**src/rtl/multicycle_addsub_nbit.sv**
```systemverilog
// multicycle_addsub_nbit
//   Serial (digit-at-a-time) adder/subtractor. An operation is accepted in
//   IDLE, processed DIGIT bits per cycle for NUM_BIT/DIGIT cycles in BUSY,
//   and presented in DONE until the consumer takes it.
//
// Parameters
//   NUM_BIT   operand/result width (integer multiple of DIGIT)
//   DIGIT     bits processed per BUSY cycle (1..NUM_BIT)
//
// Ports
//   clk, rst          rising-edge clock, synchronous active-high reset
//   in_valid/in_ready operand handshake (in_ready high only in IDLE)
//   a, b, cin, mode   operands; mode 0 = a - b - cin, mode 1 = a + b + cin
//   out_valid/out_ready result handshake (out_valid high only in DONE)
//   res, cout, ovf    result, carry/borrow out, signed overflow
module multicycle_addsub_nbit #(
  parameter int NUM_BIT = 8,
  parameter int DIGIT   = 2
) (
  input  logic               clk,
  input  logic               rst,
  input  logic               in_valid,
  output logic               in_ready,
  input  logic [NUM_BIT-1:0] a,
  input  logic [NUM_BIT-1:0] b,
  input  logic               cin,
  input  logic               mode,
  output logic               out_valid,
  input  logic               out_ready,
  output logic [NUM_BIT-1:0] res,
  output logic               cout,
  output logic               ovf
);

  localparam int STEPS = NUM_BIT / DIGIT;
  localparam int CW    = (STEPS > 1) ? $clog2(STEPS) : 1;

  localparam logic [1:0] S_IDLE = 2'd0;
  localparam logic [1:0] S_BUSY = 2'd1;
  localparam logic [1:0] S_DONE = 2'd2;

  logic [1:0]         state_q, state_d;
  logic [CW-1:0]      cnt_q, cnt_d;
  logic [NUM_BIT-1:0] a_q, a_d;
  logic [NUM_BIT-1:0] b_q, b_d;
  logic [NUM_BIT-1:0] res_q, res_d;
  logic               mode_q, mode_d;
  logic               chain_q, chain_d;
  logic               cout_q, cout_d;
  logic               ovf_q, ovf_d;
  logic               sa_q, sa_d;
  logic               sb_q, sb_d;

  logic [DIGIT:0]     dsum;
  logic [NUM_BIT-1:0] res_next;
  logic               last_step;

  // Subtraction runs on the same adder as a + ~b + ~cin: the chain then
  // carries "not borrow", so borrow-out is the inverted final carry, and the
  // signed-overflow rule for addition applies to the effective operands.
  always_comb begin
    dsum      = {1'b0, a_q[DIGIT-1:0]} + {1'b0, b_q[DIGIT-1:0]}
              + {{DIGIT{1'b0}}, chain_q};
    res_next  = NUM_BIT'({dsum[DIGIT-1:0], res_q} >> DIGIT);
    last_step = (cnt_q == CW'(STEPS - 1));

    state_d = state_q;
    cnt_d   = cnt_q;
    a_d     = a_q;
    b_d     = b_q;
    res_d   = res_q;
    mode_d  = mode_q;
    chain_d = chain_q;
    cout_d  = cout_q;
    ovf_d   = ovf_q;
    sa_d    = sa_q;
    sb_d    = sb_q;

    case (state_q)
      S_IDLE: begin
        if (in_valid) begin
          a_d     = a;
          b_d     = mode ? b : ~b;
          mode_d  = mode;
          chain_d = mode ? cin : ~cin;
          sa_d    = a[NUM_BIT-1];
          sb_d    = mode ? b[NUM_BIT-1] : ~b[NUM_BIT-1];
          cnt_d   = '0;
          state_d = S_BUSY;
        end
      end
      S_BUSY: begin
        res_d   = res_next;
        chain_d = dsum[DIGIT];
        a_d     = a_q >> DIGIT;
        b_d     = b_q >> DIGIT;
        cnt_d   = cnt_q + CW'(1);
        if (last_step) begin
          cnt_d   = '0;
          cout_d  = mode_q ? dsum[DIGIT] : ~dsum[DIGIT];
          ovf_d   = (sa_q == sb_q) && (res_next[NUM_BIT-1] != sa_q);
          state_d = S_DONE;
        end
      end
      S_DONE: begin
        if (out_ready) state_d = S_IDLE;
      end
      default: state_d = S_IDLE;
    endcase
  end

  always_ff @(posedge clk) begin
    if (rst) begin
      state_q <= S_IDLE;
      cnt_q   <= '0;
      a_q     <= '0;
      b_q     <= '0;
      res_q   <= '0;
      mode_q  <= 1'b0;
      chain_q <= 1'b0;
      cout_q  <= 1'b0;
      ovf_q   <= 1'b0;
      sa_q    <= 1'b0;
      sb_q    <= 1'b0;
    end else begin
      state_q <= state_d;
      cnt_q   <= cnt_d;
      a_q     <= a_d;
      b_q     <= b_d;
      res_q   <= res_d;
      mode_q  <= mode_d;
      chain_q <= chain_d;
      cout_q  <= cout_d;
      ovf_q   <= ovf_d;
      sa_q    <= sa_d;
      sb_q    <= sb_d;
    end
  end

  assign in_ready  = (state_q == S_IDLE);
  assign out_valid = (state_q == S_DONE);
  assign res       = res_q;
  assign cout      = cout_q;
  assign ovf       = ovf_q;

endmodule

```
**config.mk**
```make
export PLATFORM = sky130hd
export DESIGN_NAME = multicycle_addsub_nbit
export DESIGN_NICKNAME = d
export VERILOG_FILES = /design/src/rtl/multicycle_addsub_nbit.sv
export SDC_FILE = /design/constraint.sdc
export NUM_CORES = 1
export LEC_CHECK = 0
export ABC_AREA = 1
export BUFFER_PORTS_ARGS = -buffer_cell sky130_fd_sc_hd__buf_2
export CORE_UTILIZATION = 35
export CTS_CLUSTER_DIAMETER = 50
export DETAILED_ROUTE_END_ITERATION = 8
export GPL_ROUTABILITY_DRIVEN = 0
export GPL_TIMING_DRIVEN = 0
export HOLD_SLACK_MARGIN = 0.08
export PLACE_DENSITY = 0.65
export SLEW_MARGIN = 20
export SYNTH_ARGS = -nofsm -noshare
export SYNTH_HDL_FRONTEND = slang
export SYNTH_SLANG_ARGS = --single-unit
```
**constraint.sdc**
```tcl
create_clock -name clk -period 1.6 [get_ports clk]
set_input_delay 0.32 -clock clk [delete_from_list [all_inputs] [get_ports clk]]
set_output_delay 0.32 -clock clk [all_outputs]
set_load 0.02 [all_outputs]
```
==> results of run 1 <==
==> metal layers <==
| layer | up-vias | routed length, um |
|---|---|---|
| li1 | 821 | - |
| met1 | 668 | 1720 |
| met2 | 33 | 1480 |
| met3 | 2 | 141 |
| met4 | 0 | 22 |
| met5 | - | 0 |
==> cell usage after synthesis <==
cell	count
sky130_fd_sc_hd__buf_6	2
sky130_fd_sc_hd__a21oi_1	11
sky130_fd_sc_hd__o21ai_0	11
sky130_fd_sc_hd__o21ai_1	7
sky130_fd_sc_hd__nand2_2	2
sky130_fd_sc_hd__nor2_4	1
sky130_fd_sc_hd__xnor2_1	1
sky130_fd_sc_hd__xor2_1	1
sky130_fd_sc_hd__ha_1	1
sky130_fd_sc_hd__inv_2	3
sky130_fd_sc_hd__nand2_4	1
sky130_fd_sc_hd__nand2_1	87
sky130_fd_sc_hd__fa_1	2
sky130_fd_sc_hd__dfxtp_1	34
sky130_fd_sc_hd__a21oi_2	1
sky130_fd_sc_hd__buf_2	5
sky130_fd_sc_hd__inv_4	1
sky130_fd_sc_hd__buf_4	2
sky130_fd_sc_hd__inv_1	30
sky130_fd_sc_hd__nand3_1	9
sky130_fd_sc_hd__nor2_1	34
sky130_fd_sc_hd__buf_8	1
==> cell families (layout without fill, tap and decap cells) <==
family	after synthesis	in the layout	synth area share (%)
adders and majority gates	3	3	3.19
AOI/OAI and AO/OA	30	30	9.35
and+or+nand+nor	134	134	32.4
buffers and inverters	44	83	12.6
xor gates and xnor gates	2	2	1.06
DFF	34	34	41.3
==> power breakdown <==
group / leakage, nW / internal (mW) / switching, mW
registers: 0.280 / 0.911 / 0.0353
clock network: 0.0431 / 0.331 / 0.281
logic: 0.716 / 0.147 / 0.219
==> through the flow <==
stage / cells / hold slack, ps / total power, mW
global placement: 331 / 453 / 1.32
finish: 338 / 299 / 1.93
CTS: 338 / 290 / 1.94
global route: 338 / 307 / 2.03
detailed placement: 331 / 457 / 1.32
floorplan: 247 / 444 / 1.22
==> final timing paths <==
| kind | startpoint | end | slack, ps | cells after the start |
|---|---|---|---|---|
| max | chain_q$_SDFFE_PP0P_ | ovf$_SDFFE_PP0P_ | -70 | 8 |
| min reg2reg | a_q[6]$_SDFFE_PP0P_ | a_q[6]$_SDFFE_PP0P_ | 470 | 2 |
| min | out_ready | state_q[1]$_SDFFE_PP0P_ | 300 | 4 |
| max reg2reg | chain_q$_SDFFE_PP0P_ | ovf$_SDFFE_PP0P_ | -70 | 8 |
==> layout by cell type, fill, tap and decap left out, types with 2 or more instances in the layout <==
cell type / n
sky130_fd_sc_hd__nor2_1: 34
sky130_fd_sc_hd__nand3_1: 9
sky130_fd_sc_hd__buf_4: 3
sky130_fd_sc_hd__buf_6: 2
sky130_fd_sc_hd__o21ai_0: 11
sky130_fd_sc_hd__nand2_1: 87
sky130_fd_sc_hd__a21oi_2: 2
sky130_fd_sc_hd__nand2_2: 2
sky130_fd_sc_hd__o21ai_1: 7
sky130_fd_sc_hd__inv_1: 29
sky130_fd_sc_hd__clkbuf_8: 6
sky130_fd_sc_hd__dfxtp_2: 2
sky130_fd_sc_hd__a21oi_1: 10
sky130_fd_sc_hd__dfxtp_1: 32
sky130_fd_sc_hd__buf_2: 37
sky130_fd_sc_hd__inv_2: 4
==> layout make-up <==
cell class / instances / share of cell area (%)
sequential: 34 / 34.7
inverter: 34 / 6.60
tap: 52 / 3.30
timing repair buffer: 33 / 8.51
multi-input combinational: 169 / 38.8
buffer: 10 / 3.94
clock buffer: 6 / 4.19
==> registers in the layout (all words and copies together) (netlist names) <==
register and flops:
cnt_q 2, b_q 8, sb_q 1, state_q 2, res 8, cout 1, mode_q 1, chain_q 1
sa_q 1, a_q 8, ovf 1
==> critical path, cell delays in order (launching register included) <==
cell,delay [ps]
sky130_fd_sc_hd__dfxtp_2,340
sky130_fd_sc_hd__inv_2,40
sky130_fd_sc_hd__fa_2,370
sky130_fd_sc_hd__fa_1,540
sky130_fd_sc_hd__nor2_1,50
sky130_fd_sc_hd__nand2_1,50
sky130_fd_sc_hd__nand2_1,50
sky130_fd_sc_hd__nor2_1,80
sky130_fd_sc_hd__nor2_1,50
==> repair_timing <==
| item | CTS | global route |
|---|---|---|
| endpoints found under the setup margin | 2 | 4 |
| gates resized for setup | 0 | 2 |
| pin swaps | 1 | 0 |
| setup buffers | 1 | 0 |
==> flow_summary.html, run 1 <==
<table>
<tr><th>Metric</th><th>Value</th></tr>
<tr><th colspan="2">Floorplanning</th></tr>
<tr><td>Die width</td><td>between 70 and 80 um</td></tr>
<tr><td>Boundary pin count</td><td>34</td></tr>
<tr><td>Row Count</td><td>24</td></tr>
<tr><td>Initial core utilization</td><td>approximately 37%</td></tr>
<tr><td>Height of the die</td><td>70.6 um</td></tr>
<tr><td>Area of the die</td><td>about 5000 um^2</td></tr>
<tr><td>CORE AREA</td><td>4440 um^2</td></tr>
<tr><th colspan="2">Worst setup path</th></tr>
<tr><td>Category of the worst setup path launch point</td><td>flop</td></tr>
<tr><td>Max Fanout on Critical Path</td><td>3</td></tr>
<tr><td>Worst Path Required</td><td>1770 ps</td></tr>
<tr><td>CP Class</td><td>reg2reg</td></tr>
<tr><td>Category of the worst setup path capture point</td><td>flop</td></tr>
<tr><td>Worst EP arrival</td><td>around 1900 ps</td></tr>
<tr><th colspan="2">STA</th></tr>
<tr><td>Final period demand of the worst path</td><td>1670 ps</td></tr>
<tr><td>Relative max-transition margin</td><td>84.8%</td></tr>
<tr><td>Sum Neg Setup Slack</td><td>-72.0 ps</td></tr>
<tr><td>Setup repair after global routing missed its margin</td><td>true</td></tr>
<tr><td>Worst-margin pin slew</td><td>227 ps</td></tr>
<tr><td>Final number of setup-violating endpoints</td><td>1</td></tr>
<tr><td>Post-Route Skew</td><td>~2.5 ps</td></tr>
<tr><td>Final worst-path cycle share</td><td>105%</td></tr>
<tr><td>Final Max Tran Viols</td><td>0</td></tr>
<tr><td>Fin worst setup slack</td><td>-72.0 ps</td></tr>
<tr><td>Maximum achievable frequency</td><td>598 MHz</td></tr>
<tr><td>Hold violation total from the final report</td><td>0</td></tr>
<tr><th colspan="2">Synth</th></tr>
<tr><td>#FFs+latches synth</td><td>34</td></tr>
<tr><td>Biggest area consumer among synthesized cells</td><td>sky130_fd_sc_hd__dfxtp_1</td></tr>
<tr><td>Count of distinct cell types in the synthesized netlist</td><td>22</td></tr>
<tr><td>Cell area after synthesis</td><td>1650 um^2</td></tr>
<tr><td>Syn Nets</td><td>272</td></tr>
<tr><td>Seq/Total Area, Yosys</td><td>between 40% and 50%</td></tr>
<tr><td>Number of standard cells after synthesis</td><td>247</td></tr>
<tr><td>Mean Syn Cell Area</td><td>between 6 and 7 um^2</td></tr>
<tr><td>Synth warn</td><td>0</td></tr>
<tr><td>Area share of the leading cell type in the synthesized netlist</td><td>41.3%</td></tr>
<tr><td>Top area cells in the synthesized netlist</td><td>sky130_fd_sc_hd__dfxtp_1 (41%), sky130_fd_sc_hd__nand2_1 (20%), sky130_fd_sc_hd__nor2_1 (7.8%)</td></tr>
<tr><th colspan="2">Place</th></tr>
<tr><td>Placed cell areas</td><td>1880 um^2</td></tr>
<tr><td>Pre-CTS WS</td><td>-125 ps</td></tr>
<tr><td>Detailed-placement wirelength estimate</td><td>2440 um</td></tr>
<tr><td>Quantity of I/O buffers inserted on ports</td><td>32</td></tr>
<tr><th colspan="2">Global route</th></tr>
<tr><td>Busiest layer in global routing</td><td>met2</td></tr>
<tr><td>Grt total ovfl</td><td>0</td></tr>
<tr><td>Antenna violations before repair</td><td>0</td></tr>
<tr><td>Maximum number of pins on one net before global-route repair</td><td>11</td></tr>
<tr><td>Fraction of met3 tracks used by global routing</td><td>3.99%</td></tr>
<tr><td>M2 GR Usage</td><td>23.0%</td></tr>
<tr><td>GRT Util Overall</td><td>14.8%</td></tr>
<tr><td>First-pass GRT wire length</td><td>5750 um</td></tr>
<tr><td>Met1 Track Usage GR</td><td>19.3%</td></tr>
<tr><td>Vias in the first global route</td><td>1,305</td></tr>
<tr><th colspan="2">Cells and area</th></tr>
<tr><td>Area growth, synth to finish</td><td>19.7%</td></tr>
<tr><td>Area of combinational cells with multiple inputs</td><td>between 700 and 800 um^2</td></tr>
<tr><td>Net count, final</td><td>312</td></tr>
<tr><td>Post-route design area</td><td>1970 um^2</td></tr>
<tr><td>Sequential Area</td><td>683 um^2</td></tr>
<tr><td>Fraction of layout instances using a drive strength above 1</td><td>around 22%</td></tr>
<tr><td>Number of antenna repair diodes</td><td>0</td></tr>
<tr><td>Final Core Density</td><td>about 44%</td></tr>
<tr><td>Count of fill cells added during filler insertion</td><td>498</td></tr>
<tr><th colspan="2">Detailed routing</th></tr>
<tr><td>Detailed-router iteration count before antenna repair</td><td>6</td></tr>
<tr><td>Per-cell routed wire length</td><td>9.93 um</td></tr>
<tr><td>Via Count</td><td>roughly 1,500</td></tr>
<tr><td>Final WL</td><td>3360 um</td></tr>
<tr><td>Number of violations reported at the end of detailed-routing iteration 0</td><td>82</td></tr>
<tr><td>Detail Route Antenna Nets</td><td>0</td></tr>
<tr><td>Routed vias/inst</td><td>4.51</td></tr>
<tr><td>Final routed DRC violation total</td><td>6</td></tr>
<tr><th colspan="2">Power</th></tr>
<tr><td>Worst vdd ir</td><td>around 0.00037 V</td></tr>
<tr><td>Power Dens Cells</td><td>approximately 980 nW/um^2</td></tr>
<tr><td>Lkg Pwr</td><td>between 1 and 1.5 nW</td></tr>
<tr><th colspan="2">Run status</th></tr>
<tr><td>Violated checks</td><td>DRC, setup timing</td></tr>
<tr><td>Result of the run</td><td>finished, violations left</td></tr>
<tr><th colspan="2">Clocking</th></tr>
<tr><td>Clock slew seen by the registers of the worst setup and hold paths</td><td>60 ps</td></tr>
<tr><td>Number of clock buffers inserted by TritonCTS</td><td>5</td></tr>
<tr><td>Cell chosen for the clock root</td><td>sky130_fd_sc_hd__clkbuf_8</td></tr>
<tr><td>Post-CTS Hold Fix Bufs</td><td>0</td></tr>
<tr><td>Clock latency of the later-clocked register in the worst-skew pair</td><td>roughly 280 ps</td></tr>
<tr><td>Clock sink count</td><td>34</td></tr>
<tr><td>H-tree depth</td><td>2</td></tr>
<tr><td>Clock buffer depth</td><td>2</td></tr>
<tr><td>TritonCTS clock tree</td><td>yes</td></tr>
<tr><th colspan="2">Flow run</th></tr>
<tr><td>Number of max-cap violations</td><td>0</td></tr>
<tr><th colspan="2">Hold path</th></tr>
<tr><td>Worst min-delay path class</td><td>in2reg</td></tr>
</table>
No activity file was read; power rests on OpenSTA's default activity.
==> run 2, diff against run 1 <==
ABC_AREA = not set   (was 1)
CORE_ASPECT_RATIO = 1.2   (was not set)
CORE_UTILIZATION = 47   (was 35)
PLACE_DENSITY = 0.82   (was 0.65)
==> flow_summary.html, run 2 <==
<table>
<tr><th>Metric</th><th>Value</th></tr>
<tr><th colspan="2">Worst setup path</th></tr>
<tr><td>Category of the worst setup path launch point</td><td>flop</td></tr>
<tr><td>Worst EP arrival</td><td>2030 ps (+180 ps)</td></tr>
<tr><td>Max Fanout on Critical Path</td><td>3 (unchanged)</td></tr>
<tr><td>CP Class</td><td>reg2reg</td></tr>
<tr><td>Category of the worst setup path capture point</td><td>flop</td></tr>
<tr><td>Worst Path Required</td><td>1860 ps (+90 ps)</td></tr>
<tr><th colspan="2">STA</th></tr>
<tr><td>Hold violation total from the final report</td><td>0 (unchanged)</td></tr>
<tr><td>Setup repair after global routing missed its margin</td><td>true</td></tr>
<tr><td>Final number of setup-violating endpoints</td><td>1 (unchanged)</td></tr>
<tr><td>Maximum achievable frequency</td><td>566 MHz (-5.4%)</td></tr>
<tr><td>Final period demand of the worst path</td><td>1770 ps (+95.6 ps)</td></tr>
<tr><td>Post-Route Skew</td><td>4.04 ps (+1.50 ps)</td></tr>
<tr><td>Sum Neg Setup Slack</td><td>-168 ps (-95.6 ps)</td></tr>
<tr><td>Final worst-path cycle share</td><td>110% (+6.0 points)</td></tr>
<tr><td>Fin worst setup slack</td><td>-168 ps (-95.6 ps)</td></tr>
<tr><td>Final Max Tran Viols</td><td>0 (unchanged)</td></tr>
<tr><td>Worst-margin pin slew</td><td>508 ps (+282 ps)</td></tr>
<tr><td>Relative max-transition margin</td><td>66.1% (-19 points)</td></tr>
<tr><th colspan="2">Synth</th></tr>
<tr><td>EDFF count, synth</td><td>0 (unchanged)</td></tr>
<tr><td>Seq/Total Area, Yosys</td><td>45.9% (+4.6 points)</td></tr>
<tr><td>#FFs+latches synth</td><td>34 (unchanged)</td></tr>
<tr><td>Ys async rst share</td><td>0% (unchanged)</td></tr>
<tr><td>Number of standard cells after synthesis</td><td>161 (-35%)</td></tr>
<tr><td>Syn Nets</td><td>186 (-32%)</td></tr>
<tr><td>Biggest area consumer among synthesized cells</td><td>sky130_fd_sc_hd__dfxtp_1</td></tr>
<tr><td>Top cell types by occurrence after synthesis</td><td>sky130_fd_sc_hd__dfxtp_1 (34), sky130_fd_sc_hd__nand2_1 (22), sky130_fd_sc_hd__nor2_1 (20), sky130_fd_sc_hd__a21oi_1 (15), sky130_fd_sc_hd__a211oi_1 (9)</td></tr>
<tr><td>Top area cells in the synthesized netlist</td><td>sky130_fd_sc_hd__dfxtp_1 (46%), sky130_fd_sc_hd__nand2_1 (5.6%), sky130_fd_sc_hd__a21oi_1 (5.1%)</td></tr>
<tr><td>Mean Syn Cell Area</td><td>9.20 um^2 (+38%)</td></tr>
<tr><td>Area share of the leading cell type in the synthesized netlist</td><td>45.9% (+4.6 points)</td></tr>
<tr><td>Synth warn</td><td>0 (unchanged)</td></tr>
<tr><td>Flip-flop cell with the highest count after synthesis</td><td>sky130_fd_sc_hd__dfxtp_1</td></tr>
<tr><td>Dominant cell by count in the synthesized netlist</td><td>sky130_fd_sc_hd__dfxtp_1</td></tr>
<tr><td>Cell area after synthesis</td><td>1480 um^2 (-10%)</td></tr>
<tr><td>Count of distinct cell types in the synthesized netlist</td><td>33 (+50%)</td></tr>
<tr><th colspan="2">Floorplanning</th></tr>
<tr><td>Area of the die</td><td>3380 um^2 (-32%)</td></tr>
<tr><td>Initial core utilization</td><td>51.3% (+14 points)</td></tr>
<tr><td>Boundary pin count</td><td>34 (unchanged)</td></tr>
<tr><td>CORE AREA</td><td>2890 um^2 (-35%)</td></tr>
<tr><td>Die width</td><td>53.3 um (-25%)</td></tr>
<tr><td>Row Count</td><td>21 (-13%)</td></tr>
<tr><td>Height of the die</td><td>63.5 um (-10%)</td></tr>
<tr><th colspan="2">Clocking</th></tr>
<tr><td>Post-CTS Hold Fix Bufs</td><td>0 (unchanged)</td></tr>
<tr><td>Cell chosen for the clock root</td><td>sky130_fd_sc_hd__clkbuf_4</td></tr>
<tr><td>Clock sink count</td><td>34 (unchanged)</td></tr>
<tr><td>H-tree depth</td><td>2 (unchanged)</td></tr>
<tr><td>Number of buffers inserted to repair setup after CTS</td><td>0 (-1)</td></tr>
<tr><td>Clock buffer depth</td><td>2 (unchanged)</td></tr>
<tr><td>Clock slew seen by the registers of the worst setup and hold paths</td><td>100 ps (+40 ps)</td></tr>
<tr><td>Number of clock buffers inserted by TritonCTS</td><td>5 (unchanged)</td></tr>
<tr><td>Clock latency of the later-clocked register in the worst-skew pair</td><td>330 ps (+50 ps)</td></tr>
<tr><td>TritonCTS clock tree</td><td>yes</td></tr>
<tr><th colspan="2">Cells and area</th></tr>
<tr><td>Area growth, synth to finish</td><td>19.0%</td></tr>
<tr><td>Most frequent cells in the layout</td><td>sky130_fd_sc_hd__buf_2 (38), sky130_fd_sc_hd__dfxtp_1 (31), sky130_fd_sc_hd__nand2_1 (22)</td></tr>
<tr><td>Sequential Area</td><td>684 um^2 (+0.18%)</td></tr>
<tr><td>Most common cell after layout, fill and taps aside</td><td>sky130_fd_sc_hd__buf_2</td></tr>
<tr><td>Area of combinational cells with multiple inputs</td><td>741 um^2 (-3.1%)</td></tr>
<tr><td>Count of fill cells added during filler insertion</td><td>259 (-48%)</td></tr>
<tr><td>Final Core Density</td><td>61.0% (+17 points)</td></tr>
<tr><td>Cell Count, Final, Fillers Out</td><td>235 (-30%)</td></tr>
<tr><td>Fraction of layout instances using a drive strength above 1</td><td>28.9% (+6.8 points)</td></tr>
<tr><td>Number of antenna repair diodes</td><td>0 (unchanged)</td></tr>
<tr><td>Net count, final</td><td>225 (-28%)</td></tr>
<tr><th colspan="2">Power</th></tr>
<tr><td>Power Dens Cells</td><td>965 nW/um^2 (-1.2%)</td></tr>
<tr><td>Worst vdd ir</td><td>0.000573 V (+56%)</td></tr>
<tr><td>Pwr Total</td><td>1.70 mW (-12%)</td></tr>
<tr><td>Lkg Pwr</td><td>0.745 nW (-28%)</td></tr>
<tr><th colspan="2">Place</th></tr>
<tr><td>Number of placed instances, taps included</td><td>227 (-31%)</td></tr>
<tr><td>Quantity of I/O buffers inserted on ports</td><td>32 (unchanged)</td></tr>
<tr><td>Detailed-placement wirelength estimate</td><td>2150 um (-12%)</td></tr>
<tr><th colspan="2">Global route</th></tr>
<tr><td>Maximum number of pins on one net before global-route repair</td><td>11 (unchanged)</td></tr>
<tr><td>First-pass GRT wire length</td><td>5020 um (-13%)</td></tr>
<tr><td>Grt total ovfl</td><td>0 (unchanged)</td></tr>
<tr><td>Antenna violations before repair</td><td>0 (unchanged)</td></tr>
<tr><td>GRT Util Overall</td><td>20.6% (+5.8 points)</td></tr>
<tr><td>Vias in the first global route</td><td>1,172 (-10%)</td></tr>
<tr><th colspan="2">Detailed routing</th></tr>
<tr><td>Via Count</td><td>1,221 (-20%)</td></tr>
<tr><td>Routed vias/inst</td><td>5.20 (+15%)</td></tr>
<tr><td>Detail Route Antenna Nets</td><td>0 (unchanged)</td></tr>
<tr><td>Per-cell routed wire length</td><td>12.1 um (+22%)</td></tr>
<tr><td>Final routed DRC violation total</td><td>0 (-6)</td></tr>
<tr><td>Number of violations reported at the end of detailed-routing iteration 0</td><td>29 (-65%)</td></tr>
<tr><td>Final WL</td><td>2850 um (-15%)</td></tr>
<tr><td>Detailed-router iteration count before antenna repair</td><td>4 (-2)</td></tr>
<tr><th colspan="2">Flow run</th></tr>
<tr><td>Number of max-cap violations</td><td>0 (unchanged)</td></tr>
<tr><th colspan="2">Hold path</th></tr>
<tr><td>Worst min-delay path class</td><td>in2reg</td></tr>
<tr><th colspan="2">Run status</th></tr>
<tr><td>Result of the run</td><td>finished, violations left</td></tr>
<tr><td>Violated checks</td><td>setup timing</td></tr>
</table>
==> run 2: cell count changes after synthesis, sizes merged, moves of 3 or more <==
cell	previous run	this run
a221o	0	6
a21oi	12	15
nand2	90	22
o21ai	18	0
a211oi	0	9
mux2i	0	7
nand3	9	2
nor2	35	20
inv	34	6
xor2	1	7
==> run 2: path summary, 6_finish.rpt <==
path                         from  slack, ps  depth (start not counted)                  end
max reg2reg  chain_q$_SDFFE_PP0P_       -170                          5     ovf$_SDFFE_PP0P_
min reg2reg   res[1]$_SDFFE_PP0P_        460                          2  res[1]$_SDFFE_PP0P_
max          chain_q$_SDFFE_PP0P_       -170                          5     ovf$_SDFFE_PP0P_
min                          a[6]        240                          3  a_q[6]$_SDFFE_PP0P_
==> run 2: power breakdown <==
| part | total [mW] | leakage [nW] | switching (mW) | internal (mW) |
|---|---|---|---|---|
| clock | 0.493 | 0.0353 | 0.280 | 0.213 |
| combinational | 0.273 | 0.431 | 0.151 | 0.122 |
| sequential | 0.935 | 0.280 | 0.0340 | 0.901 |
==> run 2: metrics by stage <==
stage	area [um^2]	setup WS (ps)	hold WS (ps)
detailed placement	1690	-228	448
finish	1760	-168	245
CTS	1750	-179	244
global route	1760	-205	240
global placement	1690	-223	440
floorplan	1490	-144	426
==> run 2: timing repair <==
action	in CTS	in global routing
gates cloned	0	0
hold endpoints to repair	0	0
gates resized for setup	2	4
endpoints found under the setup margin	3	6
pin swaps	2	0
==> run 2: cells by family after synthesis <==
kind of cell             Yosys count  share of synthesized area (%)
buffers and inverters             16                           5.07
multiplexers                       7                           4.73
AO/OA/AOI/OAI                     39                           19.3
adder cells (fa/ha/maj)            3                           3.55
XOR/XNOR                          10                           5.91
flip-flops                        34                           45.9
AND/OR/NAND/NOR                   52                           15.5
==> run 2: layout make-up <==
| type | count | area share, % |
|---|---|---|
| clock buffer | 7 | 3.12 |
| buffer | 10 | 2.98 |
| inverter | 6 | 1.28 |
| sequential | 34 | 38.8 |
| timing repair buffer | 32 | 9.08 |
| multi-input combinational | 111 | 42.0 |
| clock inverter | 1 | 0.284 |
| tap | 34 | 2.41 |
==> run 2: worst max-delay path, cell delays in order, from the launching register on <==
cell and delay (ps):
sky130_fd_sc_hd__dfxtp_2 350, sky130_fd_sc_hd__inv_2 40, sky130_fd_sc_hd__fa_2 380, sky130_fd_sc_hd__fa_2 450
sky130_fd_sc_hd__o311a_1 320, sky130_fd_sc_hd__a211oi_2 160
==> run 2: routing by layer <==
metal  routed length [um]  global-route usage [%]  share of wire [%]
met5                    0                       0                  0
met1                 1260                    24.2                 44
met3                  164                    7.97                5.8
met4                   15                    5.92               0.53
met2                 1410                    33.8                 50
